`src/rtl/dbus_if_pkg.sv`:
```
// Shared definitions for the data-bus interface: state encodings, bus width, enable levels.
// Latency: n/a (types and constants only).
// Backpressure: n/a.
package dbus_if_pkg;

    localparam int REG_BUS = 32;

    typedef logic [REG_BUS-1:0] reg_bus_t;

    localparam reg_bus_t ZERO_WORD    = '0;
    localparam logic     CHIP_ENABLE  = 1'b1;
    localparam logic     WRITE_ENABLE = 1'b1;

    localparam logic [2:0] ST_IDLE  = 3'd0;
    localparam logic [2:0] ST_REQ   = 3'd1;
    localparam logic [2:0] ST_WAIT  = 3'd2;
    localparam logic [2:0] ST_DONE  = 3'd3;
    localparam logic [2:0] ST_DRAIN = 3'd4;

    // Request fields captured from the memory-access stage and driven onto the bus.
    typedef struct packed {
        logic     we;
        reg_bus_t addr;
        logic [3:0] sel;
        reg_bus_t wdata;
    } req_t;

endpackage

```
`src/rtl/dbus_if_wdog.sv`:
```
// Bus-access watchdog: counts cycles spent in REQ/WAIT and flags expiry.
// Latency: expire is combinational in the TIMEOUT-th counted cycle after start.
// Backpressure: none; counter saturates at TIMEOUT-1 so expire holds until cleared.
module dbus_if_wdog #(
    parameter int TIMEOUT = 64
) (
    input  logic clk,
    input  logic rst,
    input  logic start,
    input  logic count_en,
    output logic expire
);

    localparam int CW = $clog2(TIMEOUT + 1);
    localparam logic [CW-1:0] LAST = CW'(TIMEOUT - 1);

    logic [CW-1:0] cnt;

    // Clear on a new transaction, otherwise count busy cycles up to the limit.
    always_ff @(posedge clk) begin
        if (rst || start) begin
            cnt <= '0;
        end else if (count_en && (cnt != LAST)) begin
            cnt <= cnt + CW'(1);
        end
    end

    assign expire = count_en && (cnt == LAST);

endmodule

```
`src/rtl/dbus_if.sv`:
```
// Data-bus interface: turns a memory-stage access into a req/gnt/rvalid bus transaction.
// Latency: load >= 3 stall cycles (IDLE, REQ, WAIT), store >= 2 (IDLE, REQ); result shown in DONE.
// Backpressure: stall_req_o holds the pipeline until DONE; stall_i keeps DONE and its data.
// Optional timeout watchdog enabled by defining DBUS_TIMEOUT_EN (length DBUS_TIMEOUT).
module dbus_if
    import dbus_if_pkg::*;
#(
    parameter int DBUS_TIMEOUT = 64
) (
    input  logic        clk,
    input  logic        rst,
    input  logic        mem_ce_i,
    input  logic        mem_we_i,
    input  logic [31:0] mem_addr_i,
    input  logic [3:0]  mem_sel_i,
    input  logic [31:0] mem_data_i,
    output logic [31:0] mem_rdata_o,
    input  logic        stall_i,
    input  logic        flush_i,
    output logic        stall_req_o,
    output logic        bus_req_o,
    output logic        bus_we_o,
    output logic [31:0] bus_addr_o,
    output logic [3:0]  bus_sel_o,
    output logic [31:0] bus_wdata_o,
    input  logic        bus_gnt_i,
    input  logic        bus_rvalid_i,
    input  logic [31:0] bus_rdata_i,
    output logic        bus_err_o
);

    logic [2:0] state;
    logic [2:0] state_nxt;
    req_t       req_q;
    reg_bus_t   rdata_q;
    logic       err_q;
    logic       expire;
    logic       timeout_hit;
    logic       launch;

    assign launch = (state == ST_IDLE) && (state_nxt == ST_REQ);

`ifdef DBUS_TIMEOUT_EN
    dbus_if_wdog #(
        .TIMEOUT (DBUS_TIMEOUT)
    ) u_wdog (
        .clk      (clk),
        .rst      (rst),
        .start    (launch),
        .count_en ((state == ST_REQ) || (state == ST_WAIT)),
        .expire   (expire)
    );
`else
    // Without the watchdog the timeout length has no effect; accesses wait indefinitely.
    logic unused_timeout;
    assign unused_timeout = (DBUS_TIMEOUT != 0);
    assign expire         = 1'b0;
`endif

    // Next-state selection; grant/response win over a simultaneous timeout.
    always_comb begin
        state_nxt   = state;
        timeout_hit = 1'b0;
        case (state)
            ST_IDLE: begin
                if ((mem_ce_i == CHIP_ENABLE) && !flush_i) begin
                    state_nxt = ST_REQ;
                end
            end
            ST_REQ: begin
                if (bus_gnt_i) begin
                    // A granted store is posted and committed even if flushed;
                    // a granted load that is flushed still owes a response.
                    if (req_q.we) begin
                        state_nxt = flush_i ? ST_IDLE : ST_DONE;
                    end else begin
                        state_nxt = flush_i ? ST_DRAIN : ST_WAIT;
                    end
                end else if (flush_i) begin
                    state_nxt = ST_IDLE;
                end else if (expire) begin
                    state_nxt   = ST_DONE;
                    timeout_hit = 1'b1;
                end
            end
            ST_WAIT: begin
                if (flush_i) begin
                    state_nxt = bus_rvalid_i ? ST_IDLE : ST_DRAIN;
                end else if (bus_rvalid_i) begin
                    state_nxt = ST_DONE;
                end else if (expire) begin
                    state_nxt   = ST_DONE;
                    timeout_hit = 1'b1;
                end
            end
            ST_DRAIN: begin
                if (bus_rvalid_i) begin
                    state_nxt = ST_IDLE;
                end
            end
            ST_DONE: begin
                if (flush_i || !stall_i) begin
                    state_nxt = ST_IDLE;
                end
            end
            default: state_nxt = ST_IDLE;
        endcase
    end

    // State, request latch, read-data capture and one-cycle error pulse.
    always_ff @(posedge clk) begin
        if (rst) begin
            state   <= ST_IDLE;
            req_q   <= '0;
            rdata_q <= ZERO_WORD;
            err_q   <= 1'b0;
        end else begin
            state <= state_nxt;
            err_q <= timeout_hit;
            if (launch) begin
                req_q.we    <= (mem_we_i == WRITE_ENABLE);
                req_q.addr  <= mem_addr_i;
                req_q.sel   <= mem_sel_i;
                req_q.wdata <= mem_data_i;
                // Stores and timed-out loads report zero data.
                rdata_q     <= ZERO_WORD;
            end
            if ((state == ST_WAIT) && bus_rvalid_i && !flush_i) begin
                rdata_q <= bus_rdata_i;
            end
        end
    end

    assign bus_req_o   = (state == ST_REQ);
    assign bus_we_o    = req_q.we;
    assign bus_addr_o  = req_q.addr;
    assign bus_sel_o   = req_q.sel;
    assign bus_wdata_o = req_q.wdata;
    assign bus_err_o   = err_q;

    assign mem_rdata_o = (state == ST_DONE) ? rdata_q : ZERO_WORD;
    assign stall_req_o = (mem_ce_i == CHIP_ENABLE) && !flush_i && (state != ST_DONE);

endmodule
```
`config.mk`:
```
export PLATFORM = sky130hd
export DESIGN_NAME = dbus_if
export DESIGN_NICKNAME = d
export VERILOG_FILES = /design/src/rtl/dbus_if_pkg.sv /design/src/rtl/dbus_if_wdog.sv /design/src/rtl/dbus_if.sv
export SDC_FILE = /design/constraint.sdc
export NUM_CORES = 1
export LEC_CHECK = 0
export ABC_CLOCK_PERIOD_IN_PS = 2070
export BUFFER_PORTS_ARGS = -buffer_cell sky130_fd_sc_hd__buf_2
export CAP_MARGIN = 5
export CELL_PAD_IN_SITES_DETAIL_PLACEMENT = 1
export CELL_PAD_IN_SITES_GLOBAL_PLACEMENT = 1
export CORE_UTILIZATION = 34
export CTS_BUF_LIST = sky130_fd_sc_hd__clkbuf_4 sky130_fd_sc_hd__clkbuf_8
export DETAILED_ROUTE_END_ITERATION = 10
export PLACE_DENSITY_LB_ADDON = 0.05
export SLEW_MARGIN = 10
export SYNTH_ARGS = -nofsm -noshare
export SYNTH_HDL_FRONTEND = slang
export SYNTH_SLANG_ARGS = --single-unit
```
`constraint.sdc`:
```
create_clock -name clk -period 2.07 [get_ports clk]
set_clock_uncertainty 0.2 [all_clocks]
set_input_delay 0.207 -clock clk [delete_from_list [all_inputs] [get_ports clk]]
set_output_delay 0.207 -clock clk [all_outputs]
set_load 0.02 [all_outputs]
```
* After elaboration in Yosys (flattened, before gate mapping)
Index checks and enable logic that the tools add are counted.
Storage, ports and cells: memories 0, bits of input ports 108, memory bits (read-only) 0, latch bits 0, flip-flop bits (word level) 104, RAM bits 0, output and inout port bits 104, word-level logic and storage cells 37
Cells by class: multiplexer cells 15, add/subtract/negate cells 0, reduce and logical (&&, ||, !) cells 10, bitwise operators 0, div/mod/pow operators 0, eq/ne operators 6, magnitude comparators 0, shift operators 0, multipliers 0
Operators by type and width (number):
- $mux 32 | 3
- $mux 3 | 10
- $pmux 3 s5 | 1
- $eq 3x1->1 const B | 2
- $eq 3x2->1 const B | 2
- $logic_and 1x1->1 | 5
- $eq 3x3->1 const B | 1
- $logic_not 3->1 | 1
- $ne 3x2->1 const B | 1
- $logic_not 1->1 | 2
- $mux 2 | 1
- $reduce_bool 2->1 | 1
- $logic_or 1x1->1 | 1

* Depth between registers and ports, before layout
depth in word-level cells 8, mapped depth 7, depth with buffers taken out 3

* Worst setup path after synthesis
OpenSTA, ideal clock, no wires.
path kind register to output, from reg state[2], to out stall_req_o, cell stages (with the launch flop) 6, arrival time 1.340 ns, data required time 1.663 ns, slack 0.323 ns, buffers on the path 2, cell sequence dfxtp_1 -> buf_2 -> nand2b_1 -> nor2_1 -> clkbuf_1 -> nor3b_1
On the way: longest elaborated chain between the ends 2
RTL lines:
- from (decl) | RTL line dbus_if.sv:32 | logic [2:0] state;
- from (signal assigned) | RTL line dbus_if.sv:118 | state <= state_nxt;
- $ne 3x2->1 | RTL line dbus_if.sv:142 | assign stall_req_o = (mem_ce_i == CHIP_ENABLE) && !flush_i && (state != ST_DONE);
- $logic_and 1x1->1 | RTL line dbus_if.sv:142
- to (decl) | RTL line dbus_if.sv:20 | output logic stall_req_o,
Every way passes these cells.

* Worst setup path after layout
from reg state[2], to out mem_rdata_o[19]
On the way: longest elaborated chain between the ends 2
RTL lines:
- $eq 3x2->1 | RTL line dbus_if.sv:141 | assign mem_rdata_o = (state == ST_DONE) ? rdata_q : ZERO_WORD;
- $mux 32 | RTL line dbus_if.sv:141
- to (decl) | RTL line dbus_if.sv:17 | output logic [31:0] mem_rdata_o,
Every way passes these cells.

==> results.md <==
Clocking:
- At the later pin of the worst-skew pair, clock insertion delay measures 0.38 ns.
- In this run, CTS created clock tree buffers numbering 9.
- Clock-pin slew was measured on the worst setup and hold paths at 0.10 ns.
- The TritonCTS sink count is 104.
- The count of H-tree levels built during CTS is 3.
- The clock tree from TritonCTS is yes.
- No sink is reached through more buffers than the 2 on the longest clock path.
- The cell chosen for the clock root is sky130_fd_sc_hd__clkbuf_8.

Timing:
- After routing, the total negative slack on setup checks comes to 0 ns.
- Setup violations remaining at the end of the flow were counted as 0.
- For the finished layout, the period the worst path requires is 2.01 ns.
- The worst path uses 96.9% of the clock period.
- Across all hold checks on the routed design, the worst slack comes to 0.0290 ns.
- The achievable clock frequency is 498 MHz.
- The number of hold violations in the final report is 0.
- The max-slew violation total from the final report is 0.

Cells and area:
- The layout overhead on the synthesized area is 59.8%.
- In the layout the commonest cells are sky130_fd_sc_hd__buf_2 (198), sky130_fd_sc_hd__nand2_1 (139), sky130_fd_sc_hd__dlygate4sd3_1 (105).
- 0 antenna diodes ended up in the layout.
- In the final layout, the share of cells above drive strength 1 is 33.5%.
- Counting the fill cells in the layout gives 1451.
- In the final layout, flip-flops and latches occupy 2090 µm².
- At the end of the flow the core is filled with cells to 55.9%.
- The leading cell type in the layout, fill and taps excluded is sky130_fd_sc_hd__buf_2.
- Summing all multi-input logic gate instances after layout gives 1890 µm².
- In the final design database the tool counted 851 nets.
- The final instance count without filler cells is 894.

GRT:
- The number of antenna violations at the first check in global routing is 1.
- The global-route wire length before repair is 20.5 mm.
- After global routing the overflow that remains totals 0.
- The maximum number of pins on one net before global-route repair is 91.
- The global routing usage summed across all routing layers is 20.5%.
- The via count of the first global-routing pass is 4251.

Power:
- Per report_power, the clock group accounts for 30.4% of the total.
- The analysis attributes to net switching a power of 1.06 mW.
- The leakage component of the power is 3.20 nW.
- Power spread over the standard cell area amounts to 601 nW/µm².
- The internal power of the cells totals 2.98 mW.
- The worst-case IR drop observed on VDD is 0.252 mV.
- The sequential share of power is 52.4%.
- Net switching is 26.2% of the power.
- The part of the total power dissipated in combinational logic is 17.2%.
- The design draws 4.04 mW.

Outcome:
- The flow ran to the end, and the final reports show no timing, DRC or antenna violations.

Critical path:
- Data on the critical path is required at its endpoint by 1.66 ns.
- The length in cells of the worst reg-to-reg path is 4.
- The type of the worst setup path is reg -> out.
- Data arrives at the worst endpoint at 1.60 ns.
- The critical path goes through nand2b_4, nor2_4, buf_12, clkbuf_16, and2_1, buf_2.
- The peak fanout along the critical path is 7.
- The largest stage delay on the critical path is 0.37 ns.
- The worst setup path is captured at an output pin.
- The startpoint kind of the worst setup timing path is a flop.
- The cell type of the slowest stage on the worst timing path is sky130_fd_sc_hd__dfxtp_4.

Synth:
- The average instance in the mapped netlist occupies 9.53 µm².
- The number of flops mapped to enable cells by yosys is 0.
- The cell count after synthesis came out at 441.
- The primary flip-flop cell chosen by synthesis mapping is sky130_fd_sc_hd__dfxtp_1.
- The number of synthesized register bits is 104.
- The number of distinct library cell variants in the gate-level netlist after synthesis is 28.
- The mapped netlist covers 4200 µm².
- In the synthesized netlist the async set-or-reset flop fraction comes to 0%.
- For this run, the register share of the synthesized area comes to 49.5%.
- The warning count from the yosys run is 0.
- The net count after synthesis is 549.

Drt:
- The number of design rule violations left after detail routing is 0.
- The detail-routed net length per standard cell is 15.0 µm.
- The count of nets left with antenna violations once routing finished came out at 0.
- The starting DRC count in detailed routing is 196.
- Using the TritonRoute via totals, the vias-per-cell ratio works out to 4.62.
- For this block, the via count after detailed routing is 4132.
- The total detailed-routing wirelength is 13.4 mm.
- The first-pass iteration count of the detailed router is 4.

Min path:
- The worst min-delay path class is in -> reg.
- The worst hold path was traced through 4 stages.

Placement:
- After legalization and detailed placement, the total HPWL measured 8.02 mm.
- Routability-driven placement finished with a final weighted congestion of 0.751.
- The placed instance count is 767.
- The quantity of I/O buffers inserted on ports is 210.

Floorplan:
- The starting density of the core is 35.0%.
- Pin placement for this block handled 212 I/O pins.
- The floorplan has 40 rows.
- The core area is 12000 µm².
- The die is 113 µm wide.
- The die covers 12800 µm².
- From bottom edge to top edge, the die measures 113 µm.

Flow run:
- The count of maximum capacitance violations is 0.
## worst max-delay path: cells and delay by family (launching register included)
kind | cells | cell delay [ns]
AND/OR/NAND/NOR | 3 | 0.42
buffers and inverters | 3 | 0.45
flip-flops | 1 | 0.37
## what timing repair did
item | 4_1_cts | 5_1_grt
hold endpoints to repair | 104 | 0
setup buffers | 0 | 3
pin swaps | 0 | 1
endpoints found under the setup margin | 33 | 34
gates resized for setup | 3 | 20
gates cloned | 0 | 4
hold buffers | 105 | 0
## logic make-up after synthesis
| group | synth area share [%] |
|---|---|
| AO/OA/AOI/OAI | 8.04 |
| buffers and inverters | 6.10 |
| flip-flops | 49.5 |
| multiplexers | 16.7 |
| other | 0.0892 |
| AND/OR/NAND/NOR | 19.6 |
## area by class of cell
class                           instances  share of cell area [%]
Timing Repair Buffer                  329                    35.1
Sequential cell                       104                    31.1
Multi-Input combinational cell        296                    28.1
Tap cell                              147                    2.74
Clock buffer                           15                    2.70
Inverter                                3                   0.205
## routing by layer
metal	global-route usage (%)	part of all wire [%]	up-vias
met5	0	0.074	-
met2	37.8	51	125
met3	4.87	5.6	15
met1	22.4	41	1930
li1	-	-	2060
met4	8.33	1.6	2
## Yosys cell counts, types with 2 or more instances
library cell | instances | area share, %
sky130_fd_sc_hd__mux2i_1 | 70 | 17
sky130_fd_sc_hd__nand2_1 | 139 | 12
sky130_fd_sc_hd__buf_6 | 9 | 2.4
sky130_fd_sc_hd__or4_1 | 2 | 0.36
sky130_fd_sc_hd__inv_2 | 2 | 0.18
sky130_fd_sc_hd__buf_2 | 4 | 0.48
sky130_fd_sc_hd__a21oi_1 | 2 | 0.24
sky130_fd_sc_hd__nor3b_1 | 2 | 0.36
sky130_fd_sc_hd__and2_1 | 32 | 4.8
sky130_fd_sc_hd__dfxtp_1 | 104 | 50
sky130_fd_sc_hd__nor2_1 | 3 | 0.27
sky130_fd_sc_hd__a22o_1 | 32 | 6.7
sky130_fd_sc_hd__clkbuf_1 | 17 | 1.5
sky130_fd_sc_hd__buf_4 | 8 | 1.4
sky130_fd_sc_hd__o21ai_0 | 2 | 0.24
## per-stage QoR
stage / cell area (µm²) / setup slack [ns]
after floorplan: 4200 / 0.323
after global placement: 5300 / 0.364
after detailed placement: 5300 / 0.292
after CTS: 6540 / 0.0136
after global routing: 6720 / -0.0159
final: 6720 / 0.0632
## final timing paths
check	startpoint	endpoint	slack (ns)
max	state[2]$_SDFF_PP0_	mem_rdata_o[19]	0.06
min	stall_i	state[0]$_SDFF_PP0_	0.03
max reg2reg	state[0]$_SDFF_PP0_	state[1]$_SDFF_PP0_	0.28
min reg2reg	bus_wdata_o[3]$_SDFFE_PP0P_	bus_wdata_o[3]$_SDFFE_PP0P_	0.26
## sequential cells by signal, indices dropped and copies added (netlist names)
register	cells
bus_addr_o	32
bus_sel_o	4
bus_wdata_o	32
bus_we_o	1
rdata_q	32
state	3
## power groups by stage
stage	clock (mW)	combinational, mW	sequential, mW
detailed placement	0	0.534	2.16
floorplan	0	0.235	2.24
global route	1.36	0.750	2.12
CTS	1.27	0.689	2.11
finish	1.23	0.695	2.11
global placement	0	0.520	2.16
Power figures use the tool's default switching activity.
